## src/rtl/action_ram_client.sv

```systemverilog
// action_ram_client: serialized READ / WRITE / saturating ADD / CLEAR front end
// for the action_ram. It drives the RAM's write_address, d_in, write_enable
// and read_address and consumes d_out.
//
// Command handshake: a command is accepted on a rising edge where
// cmd_valid && cmd_ready. cmd_ready is high only in IDLE, so commands are
// strictly serialized. cmd_* need only be stable during the accepting cycle.
// rsp_valid is a one-cycle completion pulse with no backpressure.
module action_ram_client #(
    parameter int ADDR_WIDTH   = 8,
    parameter int DATA_WIDTH   = 16,
    parameter int READ_LATENCY = 1   // legal range 1..3
) (
    input  logic                  clock,
    input  logic                  reset_n,
    input  logic                  cmd_valid,
    output logic                  cmd_ready,
    input  logic [1:0]            cmd_op,
    input  logic [ADDR_WIDTH-1:0] cmd_addr,
    input  logic [DATA_WIDTH-1:0] cmd_data,
    output logic                  rsp_valid,
    output logic [DATA_WIDTH-1:0] rsp_data,
    output logic [ADDR_WIDTH-1:0] ram_read_address,
    output logic [ADDR_WIDTH-1:0] ram_write_address,
    output logic [DATA_WIDTH-1:0] ram_d_in,
    output logic                  ram_write_enable,
    input  logic [DATA_WIDTH-1:0] ram_d_out,
    output logic [2:0]            dbg_state
);

    typedef enum logic [2:0] {
        IDLE     = 3'd0,
        RD_WAIT  = 3'd1,
        ADD_WAIT = 3'd2,
        ADD_WR   = 3'd3,
        CLEAR    = 3'd4
    } state_t;

    localparam logic [1:0] OP_READ  = 2'b00;
    localparam logic [1:0] OP_WRITE = 2'b01;
    localparam logic [1:0] OP_ADD   = 2'b10;
    localparam logic [1:0] OP_CLEAR = 2'b11;

    // Number of edges to wait after presenting the read address before
    // d_out is sampled on the following edge.
    localparam logic [1:0] LAT = 2'(READ_LATENCY);

    localparam logic [ADDR_WIDTH-1:0] LAST_ADDR = {ADDR_WIDTH{1'b1}};
    localparam logic [DATA_WIDTH-1:0] SAT_MAX   = {1'b0, {(DATA_WIDTH-1){1'b1}}};
    localparam logic [DATA_WIDTH-1:0] SAT_MIN   = {1'b1, {(DATA_WIDTH-1){1'b0}}};

    state_t                  state_q;
    logic [1:0]              wait_q;
    logic [ADDR_WIDTH-1:0]   sweep_q;
    logic [DATA_WIDTH-1:0]   delta_q;
    logic [ADDR_WIDTH-1:0]   rd_addr_q;
    logic [ADDR_WIDTH-1:0]   wr_addr_q;
    logic [DATA_WIDTH-1:0]   d_in_q;
    logic                    we_q;
    logic                    rsp_valid_q;
    logic [DATA_WIDTH-1:0]   rsp_data_q;

    logic [DATA_WIDTH-1:0]   sum_d;
    logic                    ovf_d;
    logic [DATA_WIDTH-1:0]   add_d;
    logic [ADDR_WIDTH-1:0]   sweep_d;

    // Signed saturating sum of the stored value and the latched delta,
    // plus the next sweep address for CLEAR.
    always_comb begin
        sum_d   = ram_d_out + delta_q;
        ovf_d   = 1'b0;
        add_d   = sum_d;
        sweep_d = sweep_q + ADDR_WIDTH'(1);
        // Overflow only when both operands share a sign the result lacks.
        if ((ram_d_out[DATA_WIDTH-1] == delta_q[DATA_WIDTH-1]) &&
            (sum_d[DATA_WIDTH-1] != ram_d_out[DATA_WIDTH-1])) begin
            ovf_d = 1'b1;
        end
        if (ovf_d) begin
            add_d = ram_d_out[DATA_WIDTH-1] ? SAT_MIN : SAT_MAX;
        end
    end

    // Main controller: state, counters and every registered output.
    always_ff @(posedge clock) begin
        if (!reset_n) begin
            state_q     <= IDLE;
            wait_q      <= 2'd0;
            sweep_q     <= '0;
            delta_q     <= '0;
            rd_addr_q   <= '0;
            wr_addr_q   <= '0;
            d_in_q      <= '0;
            we_q        <= 1'b0;
            rsp_valid_q <= 1'b0;
            rsp_data_q  <= '0;
        end else begin
            // Strobes are single-cycle unless re-asserted below.
            we_q        <= 1'b0;
            rsp_valid_q <= 1'b0;
            case (state_q)
                IDLE: begin
                    if (cmd_valid) begin
                        case (cmd_op)
                            OP_READ: begin
                                rd_addr_q <= cmd_addr;
                                wait_q    <= 2'd0;
                                state_q   <= RD_WAIT;
                            end
                            OP_WRITE: begin
                                // Completes in the cycle after accept, staying
                                // in IDLE so writes can stream every cycle.
                                wr_addr_q   <= cmd_addr;
                                d_in_q      <= cmd_data;
                                we_q        <= 1'b1;
                                rsp_valid_q <= 1'b1;
                                rsp_data_q  <= cmd_data;
                            end
                            OP_ADD: begin
                                rd_addr_q <= cmd_addr;
                                delta_q   <= cmd_data;
                                wait_q    <= 2'd0;
                                state_q   <= ADD_WAIT;
                            end
                            default: begin
                                // CLEAR: the first sweep write (address 0)
                                // is issued right away.
                                sweep_q   <= '0;
                                wr_addr_q <= '0;
                                d_in_q    <= '0;
                                we_q      <= 1'b1;
                                state_q   <= CLEAR;
                            end
                        endcase
                    end
                end
                RD_WAIT: begin
                    if (wait_q == LAT) begin
                        rsp_data_q  <= ram_d_out;
                        rsp_valid_q <= 1'b1;
                        state_q     <= IDLE;
                    end else begin
                        wait_q <= wait_q + 2'd1;
                    end
                end
                ADD_WAIT: begin
                    if (wait_q == LAT) begin
                        wr_addr_q   <= rd_addr_q;
                        d_in_q      <= add_d;
                        we_q        <= 1'b1;
                        rsp_valid_q <= 1'b1;
                        rsp_data_q  <= add_d;
                        state_q     <= ADD_WR;
                    end else begin
                        wait_q <= wait_q + 2'd1;
                    end
                end
                ADD_WR: begin
                    // Write strobe and response are visible this cycle.
                    state_q <= IDLE;
                end
                CLEAR: begin
                    if (sweep_q == LAST_ADDR) begin
                        // Last address has just been written; no wrap.
                        state_q <= IDLE;
                    end else begin
                        sweep_q     <= sweep_d;
                        wr_addr_q   <= sweep_d;
                        d_in_q      <= '0;
                        we_q        <= 1'b1;
                        rsp_valid_q <= (sweep_d == LAST_ADDR);
                        if (sweep_d == LAST_ADDR) begin
                            rsp_data_q <= '0;
                        end
                    end
                end
                default: begin
                    state_q <= IDLE;
                end
            endcase
        end
    end

    assign cmd_ready         = (state_q == IDLE);
    assign rsp_valid         = rsp_valid_q;
    assign rsp_data          = rsp_data_q;
    assign ram_read_address  = rd_addr_q;
    assign ram_write_address = wr_addr_q;
    assign ram_d_in          = d_in_q;
    assign ram_write_enable  = we_q;
    assign dbg_state         = state_q;

endmodule

```

## config.mk

```make
export PLATFORM = sky130hd
export DESIGN_NAME = action_ram_client
export DESIGN_NICKNAME = d
export VERILOG_FILES = /design/src/rtl/action_ram_client.sv
export SDC_FILE = /design/constraint.sdc
export NUM_CORES = 1
export LEC_CHECK = 0
export ABC_CLOCK_PERIOD_IN_PS = 2600
export BUFFER_PORTS_ARGS = -buffer_cell sky130_fd_sc_hd__buf_2
export CAP_MARGIN = 20
export CORE_MARGIN = 2
export CORE_UTILIZATION = 45
export CTS_CLUSTER_SIZE = 25
export DETAILED_ROUTE_END_ITERATION = 8
export PLACE_DENSITY = 0.68
export RECOVER_POWER = 50
export SLEW_MARGIN = 15
export SYNTH_ARGS = -nofsm -noshare
export SYNTH_HDL_FRONTEND = slang
export SYNTH_SLANG_ARGS = --single-unit
```

## constraint.sdc

```tcl
create_clock -name clock -period 2.6 [get_ports clock]
set_clock_uncertainty 0.1 [all_clocks]
set_input_delay 0.26 -clock clock [delete_from_list [all_inputs] [get_ports clock]]
set_output_delay 0.26 -clock clock [all_outputs]
set_load 0.005 [all_outputs]
```

# Yosys cells after proc, flatten, opt, wreduce, memory -nomap -nowiden
# Cells that the tools add are included.
# W data, S select, Z words.
[word_totals]
regBits = 79
in_bits = 45
out_inout_bits = 54
elab_cells = 93
[classes]
addsub = 3
n_eq_ne = 22
mux = 41
reduce_logical = 17
[op_table]
columns = ["cell", "count"]
rows = [
  ["$mux W16", 10],
  ["$pmux W16 S4", 1],
  ["$pmux W16 S3", 1],
  ["$mux W8", 5],
  ["$pmux W16 S2", 1],
  ["$pmux W8 S2", 2],
  ["$pmux W8 S3", 1],
  ["$ne A2 B2 Y1 const B", 11],
  ["$add A16 B16 Y16", 1],
  ["$eq A8 B8 Y1 const B", 2],
  ["$mux W3", 4],
  ["$pmux W3 S4", 1],
  ["$reduce_and A5 Y1", 2],
  ["$pmux W3 S3", 1],
  ["$add A8 B1 Y8 const B", 1],
  ["$mux W1", 8],
  ["$reduce_and A4 Y1", 2],
  ["$reduce_and A7 Y1", 1],
  ["$mux W2", 3],
  ["$pmux W1 S3", 2],
  ["$reduce_and A3 Y1", 2],
  ["$eq A2 B1 Y1 const B", 2],
  ["$pmux W2 S2", 1],
  ["$reduce_bool A2 Y1", 2],
  ["15 further kinds", 16],
]

# Logic depth before layout (Yosys ltp)
# Gate-level depths: netlist (run 1).
[depth]
depth_word = 7
depth_mapped = 10
mapped_depth_nobuf = 10

# Worst setup path before layout (run 1)
# No wires, ideal clock.
[synth_timing]
path_kind = "register -> register"
start = "register delta_q[0]"
end = "register d_in_q[8], in the netlist ram_d_in[8]"
setup_ns = 0.058
arrival_time_ns = 2.041
slack_ns = 0.400
stages_incl_launch_ff = 11
path_buffers = 0
path_cell_list = "dfxtp_1 -> ha_1 -> inv_1 -> fa_1 -> nor2b_1 -> o2111ai_1 -> a21oi_1 -> nor2_1 -> xor2_1 -> a31oi_1 -> o221a_2"
[synth_between]
elab_chain_cells = 7
[synth_rtl]
columns = ["element", "line_no", "source"]
rows = [
  ["start: declaration", "55", "logic [DATA_WIDTH-1:0] delta_q;"],
  ["start signal: assignment", "122", "delta_q <= cmd_data;"],
  ["$add A16 B16 Y16 (*)", "71", "sum_d = ram_d_out + delta_q;"],
  ["$ne A1 B1 Y1", "77", "(sum_d[DATA_WIDTH-1] != ram_d_out[DATA_WIDTH-1])) begin"],
  ["$logic_and A1 B1 Y1", "76", "if ((ram_d_out[DATA_WIDTH-1] == delta_q[DATA_WIDTH-1]) &&"],
  ["$mux W1", "76", ""],
  ["$mux W16 (*)", "80", "if (ovf_d) begin"],
  ["$mux W16 (*)", "148", "if (wait_q == LAT) begin"],
  ["$pmux W16 S3 (*)", "102", "case (state_q)"],
  ["end signal: assignment", "115", "d_in_q <= cmd_data;"],
  ["end: declaration", "58", "logic [DATA_WIDTH-1:0] d_in_q;"],
]
# Every way passes the cells marked *; elsewhere a longest branch is shown, timed or not. The select of a mux whose other input is x is not followed.
# A chain may end at the register's enable or synchronous reset.

# Worst setup path in the final report (run 1)
[layout_timing]
start = "register delta_q[0]"
end = "register rsp_data_q[8], in the netlist rsp_data[8]"
[layout_between]
elab_chain_cells = 7
[layout_rtl]
columns = ["element", "line_no", "source"]
rows = [
  ["$add A16 B16 Y16 (*)", "71", ""],
  ["$ne A1 B1 Y1", "77", ""],
  ["$logic_and A1 B1 Y1", "76", ""],
  ["$mux W1", "76", ""],
  ["$mux W16 (*)", "80", ""],
  ["$mux W16 (*)", "148", ""],
  ["$pmux W16 S4 (*)", "102", ""],
  ["end signal: assignment", "118", "rsp_data_q <= cmd_data;"],
  ["end signal: assignment", "140", "rsp_data_q <= ram_d_out;"],
  ["end: declaration", "61", "logic [DATA_WIDTH-1:0] rsp_data_q;"],
]
# Marked as above.

==> flow_summary.yaml, run 1 <==
worst_setup_path:
  cp_cell_sequence: "ha_1, inv_1, fa_1, nor2b_1, o2111ai_1, a21oi_2, nor2_1, xor2_1, a31oi_1, o221a_2"
  critical_path.startpoint_type: "register"
  critPathSlowestCell: "sky130_fd_sc_hd__fa_1"
  worstPathRequired_ns: 2.82
  worst-path-max-fanout: 3
  setup.worst_path.end_class: "register"
  timing.setup.critical_path_class: "register to register"
  timing.critical_path.slowest_cell_delay_ns: 0.40
  arrival_ns: 2.63
logic_synthesis:
  synthesis.yosys.warnings: 0
  post-synth-top-count-cell: "sky130_fd_sc_hd__nand2_1"
  postSynthCellCount: 544
  synth.distinct_cells: 61
  synthTopCellsByCount: "100 x sky130_fd_sc_hd__nand2_1, 79 x sky130_fd_sc_hd__dfxtp_1, 46 x sky130_fd_sc_hd__o21ai_0, 27 x sky130_fd_sc_hd__a21boi_0"
  avgSynthCellArea_sq_um: 8.29
  synth.top_cell.area_share: 0.351
  ys_dominant_reg_cell: "sky130_fd_sc_hd__dfxtp_1"
  ys_top_cells_by_area: "sky130_fd_sc_hd__dfxtp_1 35%, sky130_fd_sc_hd__nand2_1 8.3%, sky130_fd_sc_hd__o21ai_0 5.1%"
  count_of_flip_flops_with_a_built_in_enable_after_synthesis: 0
  yosys_register_bits: 79
  synth_async_sr_flop_share: 0
  synth-seq-area-share: 0.351
  synth.net_count: 608
  netlist_area_sq_um: 4510
  yosysTopAreaCell: "sky130_fd_sc_hd__dfxtp_1"
global_routing:
  grt_start_max_net_pins: 45
  gr-total-overflow: 0
  grt_pass1_wl_mm: 20.8
  grt_antenna_before_repair: 0
  globalRouteMet1Util: 0.306
  number_of_global_route_vias_before_repair: 4216
  grt_use_met2: 0.388
  gr-usage-all-layers: 0.234
  top_usage_layer: "met2"
  use_met3: 0.0508
outcome:
  run_status: "completed"
timing:
  setup_viol: 0
  final.min_clock_period_ns: 2.41
  finalMaxSlewViolations: 0
  grt_setup_unrepaired: "false"
  slew_headroom: 0.424
  timing.final.hold_violations: 0
  worst_pin_slew_ns: 0.865
  timing.final.crit_share: 0.927
  top_achievable_clock_speed_mhz: 415
  setup_total_negative_slack_ns: 0
power_and_ir_drop:
  internal_power_mw: 2.02
  comb_power_share: 0.255
  seqPwrFrac: 0.454
  switching_share: 0.349
  power_density_nw_per_um2: 587
  report.power.total_mw: 3.11
  vdd_ir_max_v: 0.000311
  clock_power_share: 0.291
  p_leak_nw: 2.17
  power.net_switching_mw: 1.08
place:
  io_buffers: 98
  place_hpwl_mm: 8.91
  routabilityCongestion: 0.933
clock_tree:
  clock_tree_from_tritoncts: "built"
  post_cts_hold_buffer_count: 0
  clk_latency_ns: 0.37
  cts_buffer_depth: 2
  cts_num_sinks: 79
  cts-buffers-inserted: 9
  clock_tree.htree_level_count: 3
  clockRootBuffer: "sky130_fd_sc_hd__clkbuf_8"
  clk_transition_reported_paths_ns: 0.10
drt:
  remaining_drc_errors: 0
  antenna_left: 0
  routed_wirelength_mm: 12.6
  first_iter_violations: 228
  drt-vias-per-instance: 5.63
  drtPass1Iterations: 5
  wire_per_inst_um: 16.2
  num_vias: 4362
job:
  drv.max_cap_violation_count: 0
die:
  die_area_sq_um: 10800
  io_pins: 99
  starting_density_of_the_core: 0.463
  fp.coreArea_sq_um: 9730
  die_width_um: 104
  die_y_um: 104
  floorplan.rows: 36
cells_and_area:
  antenna_cells: 0
  finish.net_count: 701
  synthToLayoutAreaGrowth_pct: 17.6
  post_route_cells_drive_above_1_share: 0.231
worst_hold_path:
  hold_path.class: "input pin to register"
-- power by group through the flow --
stage	clock network [mW]	registers, mW	logic [mW]
final	0.905	1.41	0.793
after global routing	0.975	1.43	0.879
after CTS	0.918	1.41	0.810
after detailed placement	0	1.44	0.805
after global placement	0	1.43	0.796
after floorplan	0	1.43	0.489
-- sequential cells by signal, summed over array words and instances, names as in the netlist --
signal             count
delta_q               16
ram_d_in              16
rsp_data              16
ram_read_address       8
ram_write_address      8
sweep_q                8
dbg_state              3
wait_q                 2
ram_write_enable       1
rsp_valid              1
-- worst paths after layout --
path,start,end,slack (ns),depth (start not counted)
max,delta_q[0],rsp_data[8],0.19,10
max reg2reg,delta_q[0],rsp_data[8],0.19,10
min,cmd_addr[5],ram_read_address[5],0.03,3
min reg2reg,delta_q[2],delta_q[2],0.37,2
-- cells in the final DEF, fill, tap and decap left out, drive strengths merged, types with 5 or more instances in the layout --
| master | instances |
|---|---|
| xnor2 | 11 |
| a21o | 5 |
| nand2 | 101 |
| o21ai | 62 |
| nor2 | 23 |
| nand4 | 6 |
| a22oi | 17 |
| buf | 96 |
| inv | 11 |
| nor2b | 8 |
| clkbuf | 29 |
| ha | 18 |
| nor3 | 7 |
| o21a | 6 |
| a31oi | 31 |
| a21boi | 27 |
| o211a | 7 |
| and2 | 9 |
| a21oi | 28 |
| xor2 | 9 |
| dfxtp | 79 |
-- critical path: cells and delay by family, from the launching register on --
| family | cells | cell delay (ns) |
|---|---|---|
| adders and majority gates | 2 | 0.61 |
| xor gates and xnor gates | 1 | 0.14 |
| and+or+nand+nor | 2 | 0.24 |
| AOI/OAI and AO/OA | 4 | 0.87 |
| DFF | 1 | 0.35 |
| buffers and inverters | 1 | 0.07 |
-- logic make-up after synthesis --
kind of cell | count (synthesis) | synth area share
AOI/OAI and AO/OA | 208 | 0.322
xor gates and xnor gates | 20 | 0.0389
adders and majority gates | 20 | 0.0566
buffers and inverters | 43 | 0.0458
DFF | 79 | 0.351
muxes | 1 | 0.00222
and+or+nand+nor | 173 | 0.184
-- final cells by class --
| cell class | count | area (sq um) |
|---|---|---|
| clock inverter | 7 | 65.1 |
| multi-input combinational | 422 | 2710 |
| tap | 133 | 166 |
| clock buffer | 9 | 124 |
| sequential | 79 | 1580 |
| fill | 994 | 4430 |
| inverter | 9 | 33.8 |
| timing repair buffer | 116 | 622 |
-- per-layer routing --
metal | routed length, um | up-vias
met5 | 0 | -
met4 | 102 | 0
met3 | 608 | 11
met2 | 6060 | 116
met1 | 5800 | 2075
li1 | - | 2160
-- through the flow --
stage	hold WS [ns]	instances	setup WS (ns)	area [sq um]	utilization
detailed placement	0.361	759	0.123	5160	0.530
CTS	0.0179	775	0.133	5350	0.550
global placement	0.356	759	0.142	5160	0.530
global route	0.0325	775	0.0110	5300	0.545
finish	0.0327	775	0.190	5300	0.545
floorplan	0.305	544	0.400	4510	-
-- repair_timing --
item / CTS / global route
buffers inserted: 0 / 0
gates resized for setup: 0 / 1
endpoints found under the setup margin: 0 / 1
No activity file was read; power rests on OpenSTA's default activity.
==> run 2, diff against run 1 <==
--- a/config.mk
+++ b/config.mk
@@ -6,7 +6,7 @@
 export NUM_CORES = 1
 export LEC_CHECK = 0
 export ABC_CLOCK_PERIOD_IN_PS = 2600
-export BUFFER_PORTS_ARGS = -buffer_cell sky130_fd_sc_hd__buf_2
+export BUFFER_PORTS_ARGS = -buffer_cell sky130_fd_sc_hd__clkbuf_2
 export CAP_MARGIN = 20
 export CORE_MARGIN = 2
 export CORE_UTILIZATION = 45
==> flow_summary.yaml, run 2 (same netlist as run 1, synthesis figures left out) <==
outcome:
  run_status: "completed"
power_and_ir_drop:
  comb_power_share: 0.256
  report.power.total_mw: 3.11
  internal_power_mw: 2.10
  switching_share: 0.326
  power_density_nw_per_um2: 587
  clock_power_share: 0.291
  power.net_switching_mw: 1.02
  vdd_ir_max_v: 0.000241
  p_leak_nw: 2.14
  seqPwrFrac: 0.453
die:
  die_width_um: 104
  die_area_sq_um: 10800
  fp.coreArea_sq_um: 9730
  die_y_um: 104
  floorplan.rows: 36
  starting_density_of_the_core: 0.463
  io_pins: 99
drt:
  routed_wirelength_mm: 12.5
  wire_per_inst_um: 16.2
  antenna_left: 0
  drtPass1Iterations: 5
  drt-vias-per-instance: 5.72
  remaining_drc_errors: 0
  num_vias: 4426
  first_iter_violations: 227
timing:
  finalMaxSlewViolations: 0
  worst_pin_slew_ns: 0.582
  timing.final.hold_violations: 0
  setup_total_negative_slack_ns: 0
  setup_viol: 0
  timing.final.crit_share: 0.933
  top_achievable_clock_speed_mhz: 412
  grt_setup_unrepaired: "false"
  fin_worst_hold_slack_ns: 0.0436
  slew_headroom: 0.609
  final.min_clock_period_ns: 2.43
clock_tree:
  clock_tree_from_tritoncts: "built"
  cts-buffers-inserted: 9
  post_cts_hold_buffer_count: 0
  clk_latency_ns: 0.36
  clock_tree.htree_level_count: 3
  clk_transition_reported_paths_ns: 0.09
  cts.repair.resized: 0
  cts_num_sinks: 79
  cts_buffer_depth: 2
  post_cts_buffers: 0
  clockRootBuffer: "sky130_fd_sc_hd__clkbuf_8"
worst_setup_path:
  worstPathRequired_ns: 2.80
  critical_path.startpoint_type: "register"
  setup.worst_path.end_class: "register"
  reg2reg_depth: 10
  arrival_ns: 2.63
  timing.setup.critical_path_class: "register to register"
  worst-path-max-fanout: 3
global_routing:
  number_of_global_route_vias_before_repair: 4172
  grt_pass1_wl_mm: 20.7
  gr-total-overflow: 0
  grt_start_max_net_pins: 48
  gr-usage-all-layers: 0.232
  grt_antenna_before_repair: 0
place:
  routabilityCongestion: 0.956
  place_hpwl_mm: 8.95
  io_buffers: 98
  dpl-instance-area_sq_um: 5160
cells_and_area:
  final_common_cell: "sky130_fd_sc_hd__nand2_1"
  post-route-util: 0.545
  synthToLayoutAreaGrowth_pct: 17.7
  layout.filler_cells: 982
  antenna_cells: 0
  layout_common_cells: "100 x sky130_fd_sc_hd__nand2_1, 79 x sky130_fd_sc_hd__dfxtp_1, 71 x sky130_fd_sc_hd__clkbuf_2"
  layout.cell_area.non_filler_sq_um: 5300
  finish.net_count: 700
  post_route_cells_drive_above_1_share: 0.217
job:
  drv.max_cap_violation_count: 0
worst_hold_path:
  min_delay_path_depth: 3
  hold_path.class: "input pin to register"
-- run 2: cell count changes in the layout (fill, tap and decap cells not counted), moves of 2 or more --
cell | before | now
sky130_fd_sc_hd__buf_2 | 78 | 0
sky130_fd_sc_hd__clkbuf_2 | 0 | 71
sky130_fd_sc_hd__clkbuf_1 | 20 | 29
sky130_fd_sc_hd__buf_4 | 15 | 12
sky130_fd_sc_hd__clkinv_2 | 0 | 3
sky130_fd_sc_hd__clkinv_4 | 3 | 1
sky130_fd_sc_hd__inv_8 | 2 | 0
-- run 2: worst max-delay path, cell delays in order (launching register included) --
cell and delay [ns]:
sky130_fd_sc_hd__dfxtp_1 0.34, sky130_fd_sc_hd__ha_1 0.22, sky130_fd_sc_hd__inv_1 0.07, sky130_fd_sc_hd__fa_1 0.39
sky130_fd_sc_hd__nor2b_1 0.17, sky130_fd_sc_hd__o2111ai_1 0.20, sky130_fd_sc_hd__a21oi_2 0.25, sky130_fd_sc_hd__nor2_1 0.07
sky130_fd_sc_hd__xor2_1 0.14, sky130_fd_sc_hd__a31oi_1 0.21, sky130_fd_sc_hd__o221a_2 0.21
-- run 2: path summary, 6_finish.rpt --
path	from	to	slack, ns
worst max-delay path	delta_q[0]	ram_d_in[8]	0.17
worst min-delay path	cmd_addr[5]	ram_read_address[5]	0.04
worst max register to register	delta_q[0]	ram_d_in[8]	0.17
worst min register to register	delta_q[6]	delta_q[6]	0.38
-- run 2: cell type report --
class | count | area (sq um) | area share
clock buffer | 10 | 128 | 0.0241
inverter | 9 | 33.8 | 0.00637
multi-input combinational | 422 | 2720 | 0.513
clock inverter | 6 | 61.3 | 0.0116
sequential | 79 | 1580 | 0.298
timing repair buffer | 115 | 614 | 0.116
tap | 133 | 166 | 0.0314
-- run 2: power by group through the flow --
| stage | clock network (mW) | registers (mW) | logic, mW |
|---|---|---|---|
| 6_report | 0.904 | 1.41 | 0.798 |
| 5_1_grt | 0.980 | 1.42 | 0.881 |
| 4_1_cts | 0.925 | 1.41 | 0.816 |
| 3_5_place_dp | 0 | 1.44 | 0.810 |
| 3_3_place_gp | 0 | 1.43 | 0.800 |
| 2_1_floorplan | 0 | 1.43 | 0.489 |
-- run 2: metal layers --
metal / GRT usage / wire length, um / vias up
met5: 0 / 0 / -
met4: 0.0685 / 114 / 0
met3: 0.0445 / 758 / 12
met2: 0.386 / 6060 / 146
met1: 0.305 / 5590 / 2103
li1: - / - / 2165
-- run 2: per-stage QoR --
step	setup slack (ns)	std cells
after floorplan	0.400	544
after global placement	0.149	758
after detailed placement	0.0920	758
after CTS	0.109	774
after global routing	0.0606	774
final	0.173	774
==> run 3, diff against run 2 <==
--- a/config.mk
+++ b/config.mk
@@ -5,7 +5,7 @@
 export SDC_FILE = /design/constraint.sdc
 export NUM_CORES = 1
 export LEC_CHECK = 0
-export ABC_CLOCK_PERIOD_IN_PS = 2600
+export ABC_CLOCK_PERIOD_IN_PS = 2700
 export BUFFER_PORTS_ARGS = -buffer_cell sky130_fd_sc_hd__clkbuf_2
 export CAP_MARGIN = 20
 export CORE_MARGIN = 2
==> constraint.sdc (replaced) <==
create_clock -name clock -period 2.7 [get_ports clock]
set_clock_uncertainty 0.1 [all_clocks]
set_input_delay 0.27 -clock clock [delete_from_list [all_inputs] [get_ports clock]]
set_output_delay 0.27 -clock clock [all_outputs]
set_load 0.005 [all_outputs]
==> flow_summary.yaml, run 3 (same netlist as run 1, synthesis figures left out) <==
outcome:
  run_status: "completed"
worst_hold_path:
  min_delay_path_depth: 3
  worstHoldStart: "cmd_addr[6]"
  min_delay_worst_endpoint: "ram_read_address[6]"
  hold_path.class: "input pin to register"
clock_tree:
  clock_tree_from_tritoncts: "built"
  post_cts_hold_buffer_count: 0
  post_cts_buffers: 0
  clockRootBuffer: "sky130_fd_sc_hd__clkbuf_8"
  cts-buffers-inserted: 9
  cts_num_sinks: 79
  cts.repair.resized: 0
  clock_tree.htree_level_count: 3
  clk_latency_ns: 0.37
  clk_transition_reported_paths_ns: 0.09
  cts_buffer_depth: 2
timing:
  timing.final.crit_share: 0.931
  top_achievable_clock_speed_mhz: 398
  setup_viol: 0
  final.min_clock_period_ns: 2.51
  worst_pin_slew_ns: 0.819
  finalMaxSlewViolations: 0
  grt_setup_unrepaired: "false"
  setup_total_negative_slack_ns: 0
  final_worst_slack_ns: 0.186
  slew_headroom: 0.454
  timing.final.hold_violations: 0
global_routing:
  gr-usage-all-layers: 0.233
  grt_pass1_wl_mm: 20.6
  number_of_global_route_vias_before_repair: 4178
  grt_antenna_before_repair: 0
  gr-total-overflow: 0
  grt_start_max_net_pins: 80
worst_setup_path:
  rrSetupSlack_ns: 0.19
  timing.critical_path.slowest_cell_delay_ns: 0.39
  setup.worst_path.end_class: "register"
  arrival_ns: 2.73
  reg2reg_depth: 10
  cp_top_family: "compound AO/OA/AOI/OAI gates"
  worst-path-max-fanout: 3
  critical_path.startpoint_type: "register"
  regToRegEndpoint: "rsp_data[8]"
  worstPathRequired_ns: 2.91
  critPathSlowestCell: "sky130_fd_sc_hd__fa_1"
  crit-reg2reg-launch: "delta_q[0]"
  path_buf_inv: 1
  timing.setup.critical_path_class: "register to register"
  cp_cell_sequence: "ha_1, inv_1, fa_1, nor2b_1, o2111ai_1, a21oi_1, nor2_1, xor2_1, a31oi_1, o221a_2"
power_and_ir_drop:
  vdd_ir_max_v: 0.000270
  power_density_nw_per_um2: 586
  internal_power_mw: 2.11
  switching_share: 0.319
  comb_power_share: 0.243
  clock_power_share: 0.319
  seqPwrFrac: 0.438
  report.power.total_mw: 3.10
  power.net_switching_mw: 0.988
  p_leak_nw: 2.15
die:
  die_y_um: 104
  starting_density_of_the_core: 0.463
  die_width_um: 104
  die_area_sq_um: 10800
  fp.coreArea_sq_um: 9730
  floorplan.rows: 36
  io_pins: 99
place:
  detailedPlace.worstSlack_ns: 0.170
  place_hpwl_mm: 8.67
  io_buffers: 98
  routabilityCongestion: 0.877
  number_of_cells_in_the_design_after_placement: 754
  dpl-instance-area_sq_um: 5120
drt:
  wirelength_met1_mm: 5.64
  wire_per_inst_um: 16.0
  top_layer_used: "met4"
  remaining_drc_errors: 0
  dr_wl_met3_um: 594
  dr_wl_met2_mm: 5.98
  antenna_left: 0
  routed_wirelength_mm: 12.4
  drtPass1Iterations: 5
  first_iter_violations: 275
  num_vias: 4346
  drt-vias-per-instance: 5.64
cells_and_area:
  stdcell_count: 770
  antenna_cells: 0
  final_common_cell: "sky130_fd_sc_hd__nand2_1"
  finish.net_count: 696
  synthToLayoutAreaGrowth_pct: 17.4
  layout_common_cells: "100 x sky130_fd_sc_hd__nand2_1, 80 x sky130_fd_sc_hd__clkbuf_2, 79 x sky130_fd_sc_hd__dfxtp_1"
  layout.cell_area.non_filler_sq_um: 5290
  layout.filler_cells: 997
  post_route_cells_drive_above_1_share: 0.223
job:
  drv.max_cap_violation_count: 0
-- run 3: changes by cell type in the layout (fill, tap and decap cells not counted), moves of 2 or more --
cell | before | now
sky130_fd_sc_hd__clkbuf_2 | 71 | 80
sky130_fd_sc_hd__clkbuf_1 | 29 | 21
sky130_fd_sc_hd__clkinv_2 | 3 | 0
sky130_fd_sc_hd__a21oi_1 | 24 | 26
sky130_fd_sc_hd__a21oi_2 | 4 | 2
sky130_fd_sc_hd__buf_4 | 12 | 10
sky130_fd_sc_hd__clkinvlp_4 | 1 | 3
-- run 3: layer usage --
layer  vias to the layer above  GRT usage
met4                         0     0.0907
met2                       116      0.384
met3                        12     0.0388
met1                      2064      0.304
li1                       2154          -
met5                         -          0
-- run 3: worst max-delay path by stage --
| stage | end | startpoint | slack (ns) | cells past startpoint |
|---|---|---|---|---|
| floorplan | ram_d_in[8] | delta_q[0] | 0.50 | 10 |
| global placement | ram_d_in[8] | ram_d_out[0] | 0.23 | 11 |
| detailed placement | ram_d_in[8] | ram_d_out[0] | 0.17 | 11 |
| CTS | rsp_data[8] | delta_q[0] | 0.19 | 10 |
| global route | rsp_data[8] | delta_q[0] | 0.02 | 10 |
| finish | rsp_data[8] | delta_q[0] | 0.19 | 10 |
-- run 3: layout make-up --
class | count | area (sq um) | area share
Clock buffer | 11 | 131 | 0.0248
Clock inverter | 5 | 82.6 | 0.0156
Inverter | 9 | 33.8 | 0.00638
Multi-Input combinational cell | 422 | 2710 | 0.512
Sequential cell | 79 | 1580 | 0.299
Tap cell | 133 | 166 | 0.0314
Timing Repair Buffer | 111 | 587 | 0.111
-- run 3: through the flow --
stage,utilization,hold slack (ns)
global placement,0.526,0.358
floorplan,-,0.315
CTS,0.548,0.0312
detailed placement,0.526,0.365
global route,0.544,0.0388
finish,0.544,0.0389
-- run 3: power groups by stage --
stage | Combinational (mW) | Sequential, mW | Clock [mW]
after floorplan | 0.471 | 1.37 | 0
after global placement | 0.753 | 1.38 | 0
final | 0.752 | 1.36 | 0.989
after global routing | 0.837 | 1.37 | 1.06
after detailed placement | 0.762 | 1.39 | 0
after CTS | 0.767 | 1.36 | 1.00
-- run 3: worst reg2reg max path, delay by kind of cell, from the launching register on --
kind            cells  cell delay, ns
buf+inv             1            0.07
flops               1            0.34
compound gates      4            0.91
xor+xnor            1            0.15
simple gates        2            0.27
fa+ha+maj           2            0.61
